## src/rtl/mmu_sram_resp_pkg.sv

```systemverilog
// Shared operation encodings and state type for the MMU-side SRAM responder.
package mmu_sram_resp_pkg;

  localparam int MEM_OPT_WIDTH = 3;

  localparam logic [MEM_OPT_WIDTH-1:0] MEM_OPT_NONE = 3'd0;
  localparam logic [MEM_OPT_WIDTH-1:0] MEM_OPT_LW   = 3'd1;
  localparam logic [MEM_OPT_WIDTH-1:0] MEM_OPT_SW   = 3'd2;
  localparam logic [MEM_OPT_WIDTH-1:0] MEM_OPT_LB   = 3'd3;
  localparam logic [MEM_OPT_WIDTH-1:0] MEM_OPT_LBU  = 3'd4;
  localparam logic [MEM_OPT_WIDTH-1:0] MEM_OPT_SB   = 3'd5;

  typedef enum logic [1:0] {
    ST_IDLE   = 2'd0,
    ST_ACCESS = 2'd1,
    ST_DONE   = 2'd2
  } state_t;

  // Codes 6 and 7 are reserved and behave exactly like NONE.
  function automatic logic opt_is_load(input logic [MEM_OPT_WIDTH-1:0] opt);
    return (opt == MEM_OPT_LW) || (opt == MEM_OPT_LB) || (opt == MEM_OPT_LBU);
  endfunction

  function automatic logic opt_is_store(input logic [MEM_OPT_WIDTH-1:0] opt);
    return (opt == MEM_OPT_SW) || (opt == MEM_OPT_SB);
  endfunction

  function automatic logic opt_valid(input logic [MEM_OPT_WIDTH-1:0] opt);
    return opt_is_load(opt) || opt_is_store(opt);
  endfunction

endpackage

```

## src/rtl/mmu_load_fmt.sv

```systemverilog
// Combinational load formatter: picks the addressed byte lane and extends it,
// or passes the whole word through for LW.
module mmu_load_fmt
  import mmu_sram_resp_pkg::*;
(
  input  logic [MEM_OPT_WIDTH-1:0] opt,
  input  logic [1:0]               off,
  input  logic [31:0]              word,
  output logic [31:0]              result
);

  logic [7:0] byte_sel;

  always_comb begin
    byte_sel = word[7:0];
    case (off)
      2'd0:    byte_sel = word[7:0];
      2'd1:    byte_sel = word[15:8];
      2'd2:    byte_sel = word[23:16];
      default: byte_sel = word[31:24];
    endcase

    case (opt)
      MEM_OPT_LB:  result = {{24{byte_sel[7]}}, byte_sel};
      MEM_OPT_LBU: result = {24'h000000, byte_sel};
      default:     result = word;
    endcase
  end

endmodule

```

## src/rtl/mmu_sram_resp.sv

```systemverilog
// MMU-side responder driving a timed access on an asynchronous 32-bit SRAM.
// Optional word-alignment check enabled with `define MMU_ALIGN_CHECK_EN.
module mmu_sram_resp
  import mmu_sram_resp_pkg::*;
#(
  parameter int ADDR_BITS   = 20,
  parameter int WAIT_CYCLES = 2
)
(
  input  logic                     clk,
  input  logic                     rst,
  input  logic [MEM_OPT_WIDTH-1:0] req_opt,
  input  logic [31:0]              req_addr,
  input  logic [31:0]              req_wdata,
  output logic [31:0]              rsp_rdata,
  output logic                     busy,
  output logic                     addr_err,
  output logic [ADDR_BITS-1:0]     sram_addr,
  output logic [31:0]              sram_dout,
  input  logic [31:0]              sram_din,
  output logic                     sram_doe,
  output logic                     sram_ce_n,
  output logic                     sram_oe_n,
  output logic                     sram_we_n,
  output logic [3:0]               sram_be_n
);

  localparam int CNT_W = $clog2(WAIT_CYCLES + 1);
  localparam logic [CNT_W-1:0] CNT_FIRST = CNT_W'(1);
  localparam logic [CNT_W-1:0] CNT_LAST  = CNT_W'(WAIT_CYCLES);

  state_t                   state;
  state_t                   state_nxt;
  logic [CNT_W-1:0]         cnt;
  logic [MEM_OPT_WIDTH-1:0] opt_q;
  logic [1:0]               off_q;
  logic                     req_valid;
  logic                     accept;
  logic                     misaligned;
  logic [31:0]              load_result;
  logic                     unused_addr_bits;

  assign unused_addr_bits = &{1'b0, req_addr[31:ADDR_BITS+2]};
  assign req_valid        = opt_valid(req_opt);

`ifdef MMU_ALIGN_CHECK_EN
  logic err_q;

  assign misaligned = ((req_opt == MEM_OPT_LW) || (req_opt == MEM_OPT_SW)) &&
                      (req_addr[1:0] != 2'b00);
  assign addr_err   = err_q;

  // Rejected word access: the pulse lands in the DONE cycle it shares with busy.
  always_ff @(posedge clk) begin
    if (rst) begin
      err_q <= 1'b0;
    end else begin
      err_q <= accept && misaligned;
    end
  end
`else
  assign misaligned = 1'b0;
  assign addr_err   = 1'b0;
`endif

  always_ff @(posedge clk) begin
    if (rst) begin
      state <= ST_IDLE;
    end else begin
      state <= state_nxt;
    end
  end

  // busy must rise in the request cycle itself, hence the combinational IDLE term.
  always_comb begin
    state_nxt = state;
    accept    = 1'b0;
    busy      = 1'b0;
    case (state)
      ST_IDLE: begin
        busy = req_valid;
        if (req_valid) begin
          accept    = 1'b1;
          state_nxt = misaligned ? ST_DONE : ST_ACCESS;
        end
      end
      ST_ACCESS: begin
        busy = 1'b1;
        if (cnt == CNT_LAST) begin
          state_nxt = ST_DONE;
        end
      end
      ST_DONE: begin
        busy      = 1'b1;
        state_nxt = ST_IDLE;
      end
      default: begin
        state_nxt = ST_IDLE;
      end
    endcase
  end

  mmu_load_fmt u_load_fmt (
    .opt    (opt_q),
    .off    (off_q),
    .word   (sram_din),
    .result (load_result)
  );

  // SRAM strobes are registered so the pads see clean levels from the accept edge.
  always_ff @(posedge clk) begin
    if (rst) begin
      cnt       <= '0;
      opt_q     <= MEM_OPT_NONE;
      off_q     <= 2'b00;
      rsp_rdata <= 32'h0;
      sram_addr <= '0;
      sram_dout <= 32'h0;
      sram_doe  <= 1'b0;
      sram_ce_n <= 1'b1;
      sram_oe_n <= 1'b1;
      sram_we_n <= 1'b1;
      sram_be_n <= 4'hF;
    end else begin
      case (state)
        ST_IDLE: begin
          if (accept) begin
            opt_q <= req_opt;
            off_q <= req_addr[1:0];
            cnt   <= CNT_FIRST;
            if (!misaligned) begin
              sram_ce_n <= 1'b0;
              sram_addr <= req_addr[ADDR_BITS+1:2];
              if (opt_is_load(req_opt)) begin
                sram_oe_n <= 1'b0;
                sram_be_n <= 4'h0;
              end else if (req_opt == MEM_OPT_SW) begin
                sram_we_n <= 1'b0;
                sram_doe  <= 1'b1;
                sram_be_n <= 4'h0;
                sram_dout <= req_wdata;
              end else begin
                sram_we_n <= 1'b0;
                sram_doe  <= 1'b1;
                sram_be_n <= ~(4'b0001 << req_addr[1:0]);
                sram_dout <= {4{req_wdata[7:0]}};
              end
            end
          end
        end
        ST_ACCESS: begin
          if (cnt == CNT_LAST) begin
            if (opt_is_load(opt_q)) begin
              rsp_rdata <= load_result;
            end
            sram_ce_n <= 1'b1;
            sram_oe_n <= 1'b1;
            sram_we_n <= 1'b1;
            sram_doe  <= 1'b0;
            sram_be_n <= 4'hF;
          end else begin
            cnt <= cnt + CNT_FIRST;
          end
        end
        default: begin
        end
      endcase
    end
  end

endmodule

```

## config.mk

```make
export PLATFORM = sky130hd
export DESIGN_NAME = mmu_sram_resp
export DESIGN_NICKNAME = d
export VERILOG_FILES = /design/src/rtl/mmu_sram_resp_pkg.sv /design/src/rtl/mmu_load_fmt.sv /design/src/rtl/mmu_sram_resp.sv
export SDC_FILE = /design/constraint.sdc
export NUM_CORES = 1
export LEC_CHECK = 0
export BUFFER_PORTS_ARGS = -buffer_cell sky130_fd_sc_hd__buf_2
export CORE_ASPECT_RATIO = 0.9
export CORE_MARGIN = 3
export CORE_UTILIZATION = 34
export CTS_CLUSTER_SIZE = 28
export DETAILED_ROUTE_END_ITERATION = 10
export MAX_ROUTING_LAYER = met4
export PLACE_DENSITY = 0.65
export SKIP_LAST_GASP = 1
export SLEW_MARGIN = 0
export SYNTH_ARGS = -nofsm -noshare
export SYNTH_HDL_FRONTEND = slang
export SYNTH_SLANG_ARGS = --single-unit
```

## constraint.sdc

```tcl
create_clock -name clk -period 4.1 [get_ports clk]
set_input_delay 0.82 -clock clk [delete_from_list [all_inputs] [get_ports clk]]
set_output_delay 0.82 -clock clk [all_outputs]
set_load 0.03 [all_outputs]
```

==> flow_metrics.env, run 1 <==
export IMPL_synth_seq_cells=101
export IMPL_tightestPinTransition_ns=1.13
export IMPL_cts_hold_buffers=0
export IMPL_syn_inst=515
export IMPL_place_area_sq_um=5400
export IMPL_clock_sinks=101
export IMPL_avgSynthCellArea_sq_um=8.73
export IMPL_yosysSeqAreaShare=0.450
export IMPL_hold_viol=0
export IMPL_cts_tree="built"
export IMPL_synth_area_sq_um=4500
export IMPL_place_hpwl_mm=9.23
export IMPL_routed_wl_mm=12.9
export IMPL_critPathKind="primary input to primary output"
export IMPL_portBuffers=183
export IMPL_start_util=0.350
export IMPL_setup_violations=0
export IMPL_die_y_um=115
export IMPL_syn_to_final_growth_pct=27.4
export IMPL_worstPathRequired_ns=3.28
export IMPL_skew_ns=0.00727
export IMPL_drt_iter0_drc=318
export IMPL_die_area_sq_um=14600
export IMPL_drtAntennaViolNets=0
export IMPL_cap_violations=0
export IMPL_fin_util=0.446
export IMPL_grt_usage=0.177
export IMPL_antenna_found_initial=0
export IMPL_p_total_w=0.00269
export IMPL_startpoint_type="primary input"
export IMPL_worstPathArrival_ns=2.33
export IMPL_cts_buffers=9
export IMPL_postCtsResizedCells=0
export IMPL_io_pins=195
export IMPL_grt_remaining_overflow=0
export IMPL_grt_max_degree=103
export IMPL_r2r_setup_slack_ns=1.89
export IMPL_grt_pass1_wl_mm=20.3
export IMPL_crit_fanout=26
export IMPL_status="finished, final reports clean"
export IMPL_fin_ws_ns=0.946
export IMPL_rows=39
export IMPL_nets=777
export IMPL_antenna_cells=0
export IMPL_ys_types=47
export IMPL_yosysWarnings=0
export IMPL_power_leakage_nw=2.49
export IMPL_fmax_mhz=317
export IMPL_gp_congestion=0.832
export IMPL_drc=0
export IMPL_cts_buffer_depth=2
export IMPL_hold_class="flip-flop to flip-flop"
export IMPL_fin_crit_sh=0.769
export IMPL_finalCriticalPeriod_ns=3.15
export IMPL_drive_above_1_share=0.359
export IMPL_vias=4321
export IMPL_cellPowerDensity_nw_per_um2=470
export IMPL_cts_setup_buffers=0
export IMPL_final_area_sq_um=5730
export IMPL_clk_pin_slew_ns=0.07
export IMPL_clockRootBuffer="clkbuf_16"
export IMPL_fin_tns_setup_ns=0
export IMPL_synth_nets=621
export IMPL_core_area_sq_um=12800
export IMPL_rsz0062_at_grt="false"
export IMPL_critPathCaptureType="primary output"
export IMPL_grt_pass1_vias=4100
export IMPL_vias_per_cell=5.14
export IMPL_h_tree_depth=3
export IMPL_max_slew_margin_rel=0.245
export IMPL_drv_slew=0
export IMPL_pre_cts_ws_ns=0.934
export IMPL_fp_dieW_um=127
export IMPL_dr_pass1_iters=4
export IMPL_ir_drop_v=0.000253
export IMPL_clk_latency_ns=0.35
export IMPL_avgRoutedWirePerCell_um=15.3
path summary, 6_finish.rpt:
path / startpoint / endpoint / cells past startpoint
hold reg to reg: sram_dout[2] / sram_dout[2] / 2
hold / removal: sram_dout[2] / sram_dout[2] / 2
setup / recovery: req_opt[2] / busy / 6
setup reg to reg: state[1] / rsp_rdata[7] / 5
per-layer routing:
layer | share of wire | track usage | vias up
met5 | 0 | - | -
met4 | 0.015 | 0.0658 | 0
met3 | 0.065 | 0.0413 | 15
met2 | 0.48 | 0.287 | 163
met1 | 0.44 | 0.217 | 2015
li1 | - | - | 2128
flip-flops by register name (all words and copies together) (netlist names):
register,flops
cnt,2
sram_doe,1
sram_addr,20
sram_oe_n,1
sram_be_n,4
sram_dout,32
opt_q,3
state,2
sram_ce_n,1
rsp_rdata,32
off_q,2
sram_we_n,1
cell type report:
class / count / area [sq um]
flip-flops and latches: 101 / 2020
clock buffers: 9 / 225
clock inverters: 7 / 106
inverters: 8 / 30.0
fillers: 1261 / 7100
repair buffers: 187 / 948
multi-input cells: 364 / 2190
well taps: 164 / 205
cells by family after synthesis:
group | Yosys count | share of synthesized area
mux | 8 | 0.0225
flops | 101 | 0.450
simple gates | 220 | 0.229
buf+inv | 50 | 0.0626
compound gates | 130 | 0.222
other cells | 1 | 0.000834
fa+ha+maj | 5 | 0.0139
worst max-delay path, stage by stage:
cell	delay [ns]
buf_2	0.15
nand2_1	0.19
and3_1	0.77
nor2_1	0.07
nor2_1	0.11
buf_2	0.20
power breakdown:
group / internal (W) / switching (W) / total [W]
registers: 0.00106 / 0.0000534 / 0.00112
logic: 0.000208 / 0.000426 / 0.000634
clock network: 0.000546 / 0.000397 / 0.000942
cell usage after synthesis, drive strengths merged:
master	instances	area, sq um
or3b	1	8.76
o21bai	2	15.0
ha	5	62.6
nand3	3	20.0
o211ai	1	7.51
and3b	2	17.5
and2	2	12.5
nor3	57	290
nand4b	1	8.76
nor2b	12	75.1
nand2b	3	18.8
a31oi	1	6.26
o211a	1	10.0
nor2	62	240
clkbuf	13	48.8
buf	29	203
o21a	1	8.76
dfxtp	101	2020
o32a	4	40.0
o21ba	1	10.0
a311oi	1	8.76
a211oi	48	460
or3	3	23.8
nor3b	2	37.5
and3	1	6.26
o22ai	1	6.26
a221oi	7	61.3
mux2	7	78.8
a21o	3	22.5
a21oi	45	236
o31ai	1	7.51
inv	8	30.0
a22o	7	61.3
or2	1	6.26
nand2	70	263
conb	1	3.75
mux4	1	22.5
o21ai	6	33.8
placed cells by master (no fill, tap or decap), types with 2 or more instances in the layout:
cell | Yosys | layout
a211oi_1 | 28 | 28
a21oi_1 | 44 | 44
nand2b_1 | 3 | 3
a21o_1 | 3 | 3
nor3_1 | 56 | 56
nand2_1 | 70 | 70
nor2b_1 | 12 | 12
nor3b_4 | 2 | 2
o21bai_1 | 2 | 2
buf_2 | 15 | 182
and3b_1 | 2 | 2
inv_1 | 8 | 8
mux2_2 | 7 | 7
buf_4 | 8 | 5
o21ai_0 | 5 | 5
a211oi_2 | 20 | 20
dfxtp_1 | 101 | 101
nor2_1 | 61 | 61
bufinv_16 | 0 | 2
a22o_1 | 7 | 7
inv_8 | 0 | 2
o32a_1 | 4 | 4
and2_1 | 2 | 2
clkbuf_16 | 0 | 9
ha_1 | 5 | 5
a221oi_1 | 7 | 7
nand3_1 | 2 | 2
or3_1 | 2 | 2
clkinvlp_4 | 0 | 2
stage by stage:
stage	std cells	hold WS, ns
2_1_floorplan	515	0.453
3_3_place_gp	824	0.440
3_5_place_dp	824	0.445
4_1_cts	840	0.456
5_1_grt	840	0.479
6_report	840	0.451
No activity file was read; power rests on OpenSTA's default activity.
==> inputs of run 2 (changes only) <==
--- a/config.mk
+++ b/config.mk
@@ -5,6 +5,7 @@
 export SDC_FILE = /design/constraint.sdc
 export NUM_CORES = 1
 export LEC_CHECK = 0
+export ABC_AREA = 1
 export BUFFER_PORTS_ARGS = -buffer_cell sky130_fd_sc_hd__buf_2
 export CORE_ASPECT_RATIO = 0.9
 export CORE_MARGIN = 3
@@ -12,7 +13,7 @@
 export CTS_CLUSTER_SIZE = 28
 export DETAILED_ROUTE_END_ITERATION = 10
 export MAX_ROUTING_LAYER = met4
-export PLACE_DENSITY = 0.65
+export PLACE_DENSITY = 0.66
 export SKIP_LAST_GASP = 1
 export SLEW_MARGIN = 0
 export SYNTH_ARGS = -nofsm -noshare
==> constraint.sdc (replaced) <==
create_clock -name clk -period 2.7 [get_ports clk]
set_input_delay 0.54 -clock clk [delete_from_list [all_inputs] [get_ports clk]]
set_output_delay 0.54 -clock clk [all_outputs]
set_load 0.03 [all_outputs]
==> flow_metrics.env, run 2 <==
export IMPL_ff2ff_path_depth=8
export IMPL_grt_usage=0.176
export IMPL_drt_iter0_drc=362
export IMPL_status="finished, final reports clean"
export IMPL_slowest_delay_ns=0.34
export IMPL_h_tree_depth=3
export IMPL_portBuffers=183
export IMPL_io_pins=195
export IMPL_core_area_sq_um=13500
export IMPL_r2r_end="sram_dout[3]"
export IMPL_die_area_sq_um=15400
export IMPL_place_hpwl_mm=9.94
export IMPL_synthSimpleGateAreaFrac=0.334
export IMPL_clock_sinks=101
export IMPL_yosys_most_used_dff="dfxtp_1"
export IMPL_critPathCaptureType="primary output"
export IMPL_clk_latency_ns=0.34
export IMPL_fin_ws_ns=0.409
export IMPL_syn_to_final_growth_pct=28.0
export IMPL_r2r_start="state[0]"
export IMPL_yosysTopAreaCell="dfxtp_1"
export IMPL_fin_tns_setup_ns=0
export IMPL_cts_tree="built"
export IMPL_cts_buffers=9
export IMPL_critical_path_top_delay_family="flip-flops"
export IMPL_synth_top_family_by_area="simple AND/OR/NAND/NOR gates"
export IMPL_synth_seq_cells=101
export IMPL_pre_cts_ws_ns=0.623
export IMPL_fin_crit_sh=0.849
export IMPL_fmax_mhz=436
export IMPL_grt_pass1_wl_mm=21.5
export IMPL_routed_wl_mm=13.7
export IMPL_grt_pass1_vias=4323
export IMPL_tightestPinTransition_ns=0.694
export IMPL_start_util=0.352
export IMPL_drc=0
export IMPL_avgRoutedWirePerCell_um=12.7
export IMPL_hold_viol=0
export IMPL_nets=1015
export IMPL_synth_most_common_cell="nand2_1"
export IMPL_ir_drop_v=0.000501
export IMPL_reg_top3="rsp_rdata x32, sram_dout x32, sram_addr x20"
export IMPL_syn_inst=743
export IMPL_die_y_um=118
export IMPL_dr_pass1_iters=5
export IMPL_vias_per_cell=4.58
export IMPL_crit_fanout=11
export IMPL_max_slew_margin_rel=0.537
export IMPL_cap_violations=0
export IMPL_critPathKind="flip-flop to primary output"
export IMPL_synth_nets=849
export IMPL_endpoint="busy"
export IMPL_power_leakage_nw=3.29
export IMPL_drv_slew=0
export IMPL_startpoint="state[0]"
export IMPL_hold_class="primary input to flip-flop"
export IMPL_drive_above_1_share=0.242
export IMPL_synth_async_sr_flop_share=0
export IMPL_vias=4960
export IMPL_synth_edf_count=0
export IMPL_synth_common_cells="nand2_1 (183), nor2_1 (156), dfxtp_1 (101), inv_1 (69), a21oi_1 (62)"
export IMPL_finalCriticalPeriod_ns=2.29
export IMPL_synthXorXnorAreaFrac=0
export IMPL_rsz0062_at_grt="false"
export IMPL_fp_dieW_um=131
export IMPL_drtAntennaViolNets=0
export IMPL_clk_pin_slew_ns=0.07
export IMPL_antenna_found_initial=2
export IMPL_slowest_stage="dfxtp_1"
export IMPL_postCtsResizedCells=0
export IMPL_cts_buffer_depth=2
export IMPL_r2r_setup_slack_ns=0.75
export IMPL_cts_hold_buffers=0
export IMPL_dp_cells=1066
export IMPL_cts_setup_buffers=0
export IMPL_synth_area_leaders="dfxtp_1 (43%), nand2_1 (14%), nor2_1 (12%)"
export IMPL_place_area_sq_um=5800
export IMPL_rows=40
export IMPL_clockRootBuffer="clkbuf_16"
export IMPL_grt_max_degree=45
export IMPL_ys_types=22
export IMPL_cp_num_buf_inv=2
export IMPL_final_area_sq_um=6090
export IMPL_worstPathArrival_ns=1.75
export IMPL_gp_congestion=0.859
export IMPL_layout_common_cells="nand2_1 (183), buf_2 (183), nor2_1 (156)"
export IMPL_worstPathRequired_ns=2.16
export IMPL_synthAdderAreaFrac=0.0132
export IMPL_yosysWarnings=0
export IMPL_avgSynthCellArea_sq_um=6.40
export IMPL_yosysSeqAreaShare=0.425
export IMPL_setup_violations=0
export IMPL_synthMuxAreaShare=0
export IMPL_yosysTopAreaCellShare=0.425
export IMPL_synth_area_sq_um=4760
export IMPL_startpoint_type="flip-flop"
export IMPL_crit_cells=5
export IMPL_skew_ns=0.00593
export IMPL_cp_cell_sequence="inv_1 > ha_1 > nand3_2 > a21oi_1 > buf_2"
export IMPL_grt_remaining_overflow=0
export IMPL_synth_compound_area_frac=0.130
export IMPL_final_cells=1082
export IMPL_cellPowerDensity_nw_per_um2=687
[run 2: cell types whose count changed in the layout (fill, tap and decap cells not counted), sizes merged, moves of 12 or more]
| cell | delta |
|---|---|
| nor2b | -12 |
| a211oi | -48 |
| nor2 | +96 |
| nand3 | +51 |
| o21ai | +55 |
| inv | +66 |
| nand2 | +114 |
| a21oi | +17 |
| nor3 | -57 |
[run 2: layout make-up]
class                      instances  area [sq um]
antenna                            2          5.00
tap                              168           210
multi-input combinational        527          2270
fill                            1488          7430
timing repair buffer             193          1000
sequential                       101          2020
clock inverter                     2          35.0
inverter                          77           289
clock buffer                      12           246
[run 2: where the power goes]
| part | switching, W | leakage, nW | internal [W] | total [W] |
|---|---|---|---|---|
| Combinational | 0.000832 | 2.32 | 0.000347 | 0.00118 |
| Sequential | 0.0000821 | 0.828 | 0.00164 | 0.00173 |
| Clock | 0.000544 | 0.139 | 0.000733 | 0.00128 |
[run 2: worst min-delay path by stage]
stage                         endpoint        start  depth (start not counted)
after CTS                 sram_addr[4]  req_addr[6]                          3
after global routing      sram_addr[0]  req_addr[2]                          3
after global placement       sram_ce_n    sram_ce_n                          2
after detailed placement     sram_ce_n    sram_ce_n                          2
after floorplan                 cnt[1]       cnt[1]                          2
final                     sram_addr[5]  req_addr[7]                          3
[run 2: per-layer routing]
metal,vias to the layer above,wire (um),GRT usage
met5,-,0,-
met4,0,294,0.0604
li1,2651,-,-
met3,19,910,0.0465
met2,151,5760,0.241
met1,2139,6740,0.251
[run 2: cell families (layout without fill, tap and decap cells)]
kind of cell               Yosys count  after routing
other                                1              3
buffers and inverters              115            284
and+or+nand+nor                    398            398
adders and majority gates            5              5
AOI/OAI and AO/OA                  123            123
DFF                                101            101
[run 2: worst register-to-register path, cell delays in order, from the launching register on]
cell and delay (ns):
dfxtp_1 0.34, inv_1 0.09, ha_1 0.26, nand3_2 0.27
nor2_2 0.16, buf_4 0.22, inv_2 0.24, nor2_1 0.20
nor2_1 0.06
[run 2: through the flow]
stage,power [W],util,hold WS (ns)
final,0.00418,0.450,0.437
after detailed placement,0.00294,0.429,0.449
after CTS,0.00424,0.450,0.417
after global placement,0.00293,0.429,0.448
after floorplan,0.00258,-,0.443
after global routing,0.00443,0.450,0.428
==> inputs of run 3 (changes only) <==
==> constraint.sdc (replaced) <==
create_clock -name clk -period 2 [get_ports clk]
set_input_delay 0.4 -clock clk [delete_from_list [all_inputs] [get_ports clk]]
set_output_delay 0.4 -clock clk [all_outputs]
set_load 0.03 [all_outputs]
==> flow_metrics.env, run 3 (synthesized netlist as in run 2, its figures left out) <==
export IMPL_clock_sinks=101
export IMPL_vias=4935
export IMPL_fin_tns_setup_ns=0
export IMPL_ff2ff_path_depth=7
export IMPL_avgRoutedWirePerCell_um=12.7
export IMPL_drc=0
export IMPL_critPathCaptureType="primary output"
export IMPL_slowest_delay_ns=0.38
export IMPL_setup_violations=0
export IMPL_worstHoldEndpoint="sram_addr[5]"
export IMPL_nets=1018
export IMPL_place_hpwl_mm=10.2
export IMPL_rows=40
export IMPL_cellPowerDensity_nw_per_um2=912
export IMPL_grt_pass1_vias=4352
export IMPL_status="finished, final reports clean"
export IMPL_power_share_clock=0.295
export IMPL_die_y_um=118
export IMPL_start_util=0.352
export IMPL_cts_tree="built"
export IMPL_fin_ws_ns=0.117
export IMPL_met2_length_mm=5.84
export IMPL_finalCriticalPeriod_ns=1.88
export IMPL_min_from="req_addr[7]"
export IMPL_fp_dieW_um=131
export IMPL_layout_common_cells="nand2_1 (183), buf_2 (182), nor2_1 (156)"
export IMPL_core_area_sq_um=13500
export IMPL_seqPwrFrac=0.416
export IMPL_multiInputGateArea_sq_um=2290
export IMPL_fillers=1454
export IMPL_grt_usage=0.178
export IMPL_startpoint_type="flip-flop"
export IMPL_cp_common_cell="inv_1"
export IMPL_seq_area_sq_um=2020
export IMPL_met1_length_mm=6.67
export IMPL_grt_remaining_overflow=0
export IMPL_cts_buffer_depth=2
export IMPL_tightestPinTransition_ns=0.517
export IMPL_hold_depth=3
export IMPL_power_leakage_nw=3.32
export IMPL_h_tree_depth=3
export IMPL_internal_power_w=0.00362
export IMPL_syn_to_final_growth_pct=29.3
export IMPL_r2r_start="state[0]"
export IMPL_hold_viol=0
export IMPL_drtAntennaViolNets=0
export IMPL_r2r_setup_slack_ns=0.30
export IMPL_crit_fanout=4
export IMPL_p_total_w=0.00561
export IMPL_routed_wl_mm=13.8
export IMPL_slowest_stage="dfxtp_1"
export IMPL_critPathKind="flip-flop to primary output"
export IMPL_sw_frac_of_total=0.355
export IMPL_layout_commonest_cell="nand2_1"
export IMPL_antenna_found_initial=3
export IMPL_portBuffers=183
export IMPL_cp_cell_sequence="inv_1 > ha_4 > inv_1 > a21oi_1 > buf_4"
export IMPL_hold_class="primary input to flip-flop"
export IMPL_fin_crit_sh=0.941
export IMPL_clk_pin_slew_ns=0.07
export IMPL_p_comb_frac=0.289
export IMPL_worstPathRequired_ns=1.60
export IMPL_io_pins=195
export IMPL_fmax_mhz=531
export IMPL_drive_above_1_share=0.249
export IMPL_r2r_end="opt_q[2]"
export IMPL_cts_hold_buffers=0
export IMPL_max_slew_margin_rel=0.655
export IMPL_dr_wl_met3_mm=1.01
export IMPL_vias_per_cell=4.54
export IMPL_highest_layer="met4"
export IMPL_p_sw_w=0.00199
export IMPL_cts_buffers=9
export IMPL_rsz0062_at_grt="false"
export IMPL_grt_max_degree=58
export IMPL_holdWs_ns=0.289
export IMPL_gp_congestion=0.886
export IMPL_cap_violations=0
export IMPL_grt_pass1_wl_mm=21.4
export IMPL_drt_iter0_drc=269
export IMPL_die_area_sq_um=15400
export IMPL_clk_latency_ns=0.35
export IMPL_drv_slew=0
export IMPL_reg_top3="rsp_rdata x32, sram_dout x32, sram_addr x20"
export IMPL_clockRootBuffer="clkbuf_16"
export IMPL_worstPathArrival_ns=1.48
export IMPL_dr_pass1_iters=4
export IMPL_pre_cts_ws_ns=0.173
export IMPL_skew_ns=0.00545
export IMPL_fin_util=0.455
export IMPL_ir_drop_v=0.000740
## run 3: cell count changes in the layout (fill, tap and decap cells not counted), sizes merged
cell	before	now
clkinv	1	3
clkinvlp	0	1
buf	193	196
diode	2	3
bufinv	1	0
## run 3: worst max path at each step
stage | start | end | depth (start not counted)
after global routing | state[0] | busy | 5
final | state[0] | busy | 5
after global placement | req_opt[1] | opt_q[2] | 8
after floorplan | req_opt[1] | busy | 5
after detailed placement | req_opt[1] | opt_q[2] | 8
after CTS | state[1] | busy | 5
## run 3: layout make-up
class | count | share of cell area
inverter | 77 | 0.0470
antenna | 3 | 0.00122
clock inverter | 4 | 0.00366
timing repair buffer | 196 | 0.171
multi-input combinational | 527 | 0.372
sequential | 101 | 0.329
tap | 168 | 0.0342
clock buffer | 12 | 0.0417
## run 3: power by group through the flow
stage	combinational, W	sequential, W	clock [W]
global placement	0.00161	0.00237	0
floorplan	0.000751	0.00273	0
detailed placement	0.00161	0.00238	0
global route	0.00180	0.00236	0.00179
CTS	0.00162	0.00233	0.00172
finish	0.00162	0.00233	0.00166
## run 3: repair_timing
item                       CTS  global route
setup endpoints to repair    0             2
gates resized for setup      0             4
setup buffers                0             0
## run 3: worst max-delay path: cells and delay by family (launching register included)
| kind | cells | cell delay, ns |
|---|---|---|
| AOI/OAI and AO/OA | 1 | 0.16 |
| adders and majority gates | 1 | 0.27 |
| buffers and inverters | 3 | 0.33 |
| DFF | 1 | 0.38 |
## run 3: layer usage
metal	vias to the layer above	global-route usage
li1	2655	-
met1	2100	0.244
met2	160	0.250
met3	20	0.0488
met4	0	0.0643
met5	-	-
## run 3: metrics by stage
stage          instances  area, sq um
2_1_floorplan        743         4760
3_3_place_gp        1069         5850
3_5_place_dp        1069         5850
4_1_cts             1085         6130
5_1_grt             1088         6150
6_report            1088         6150
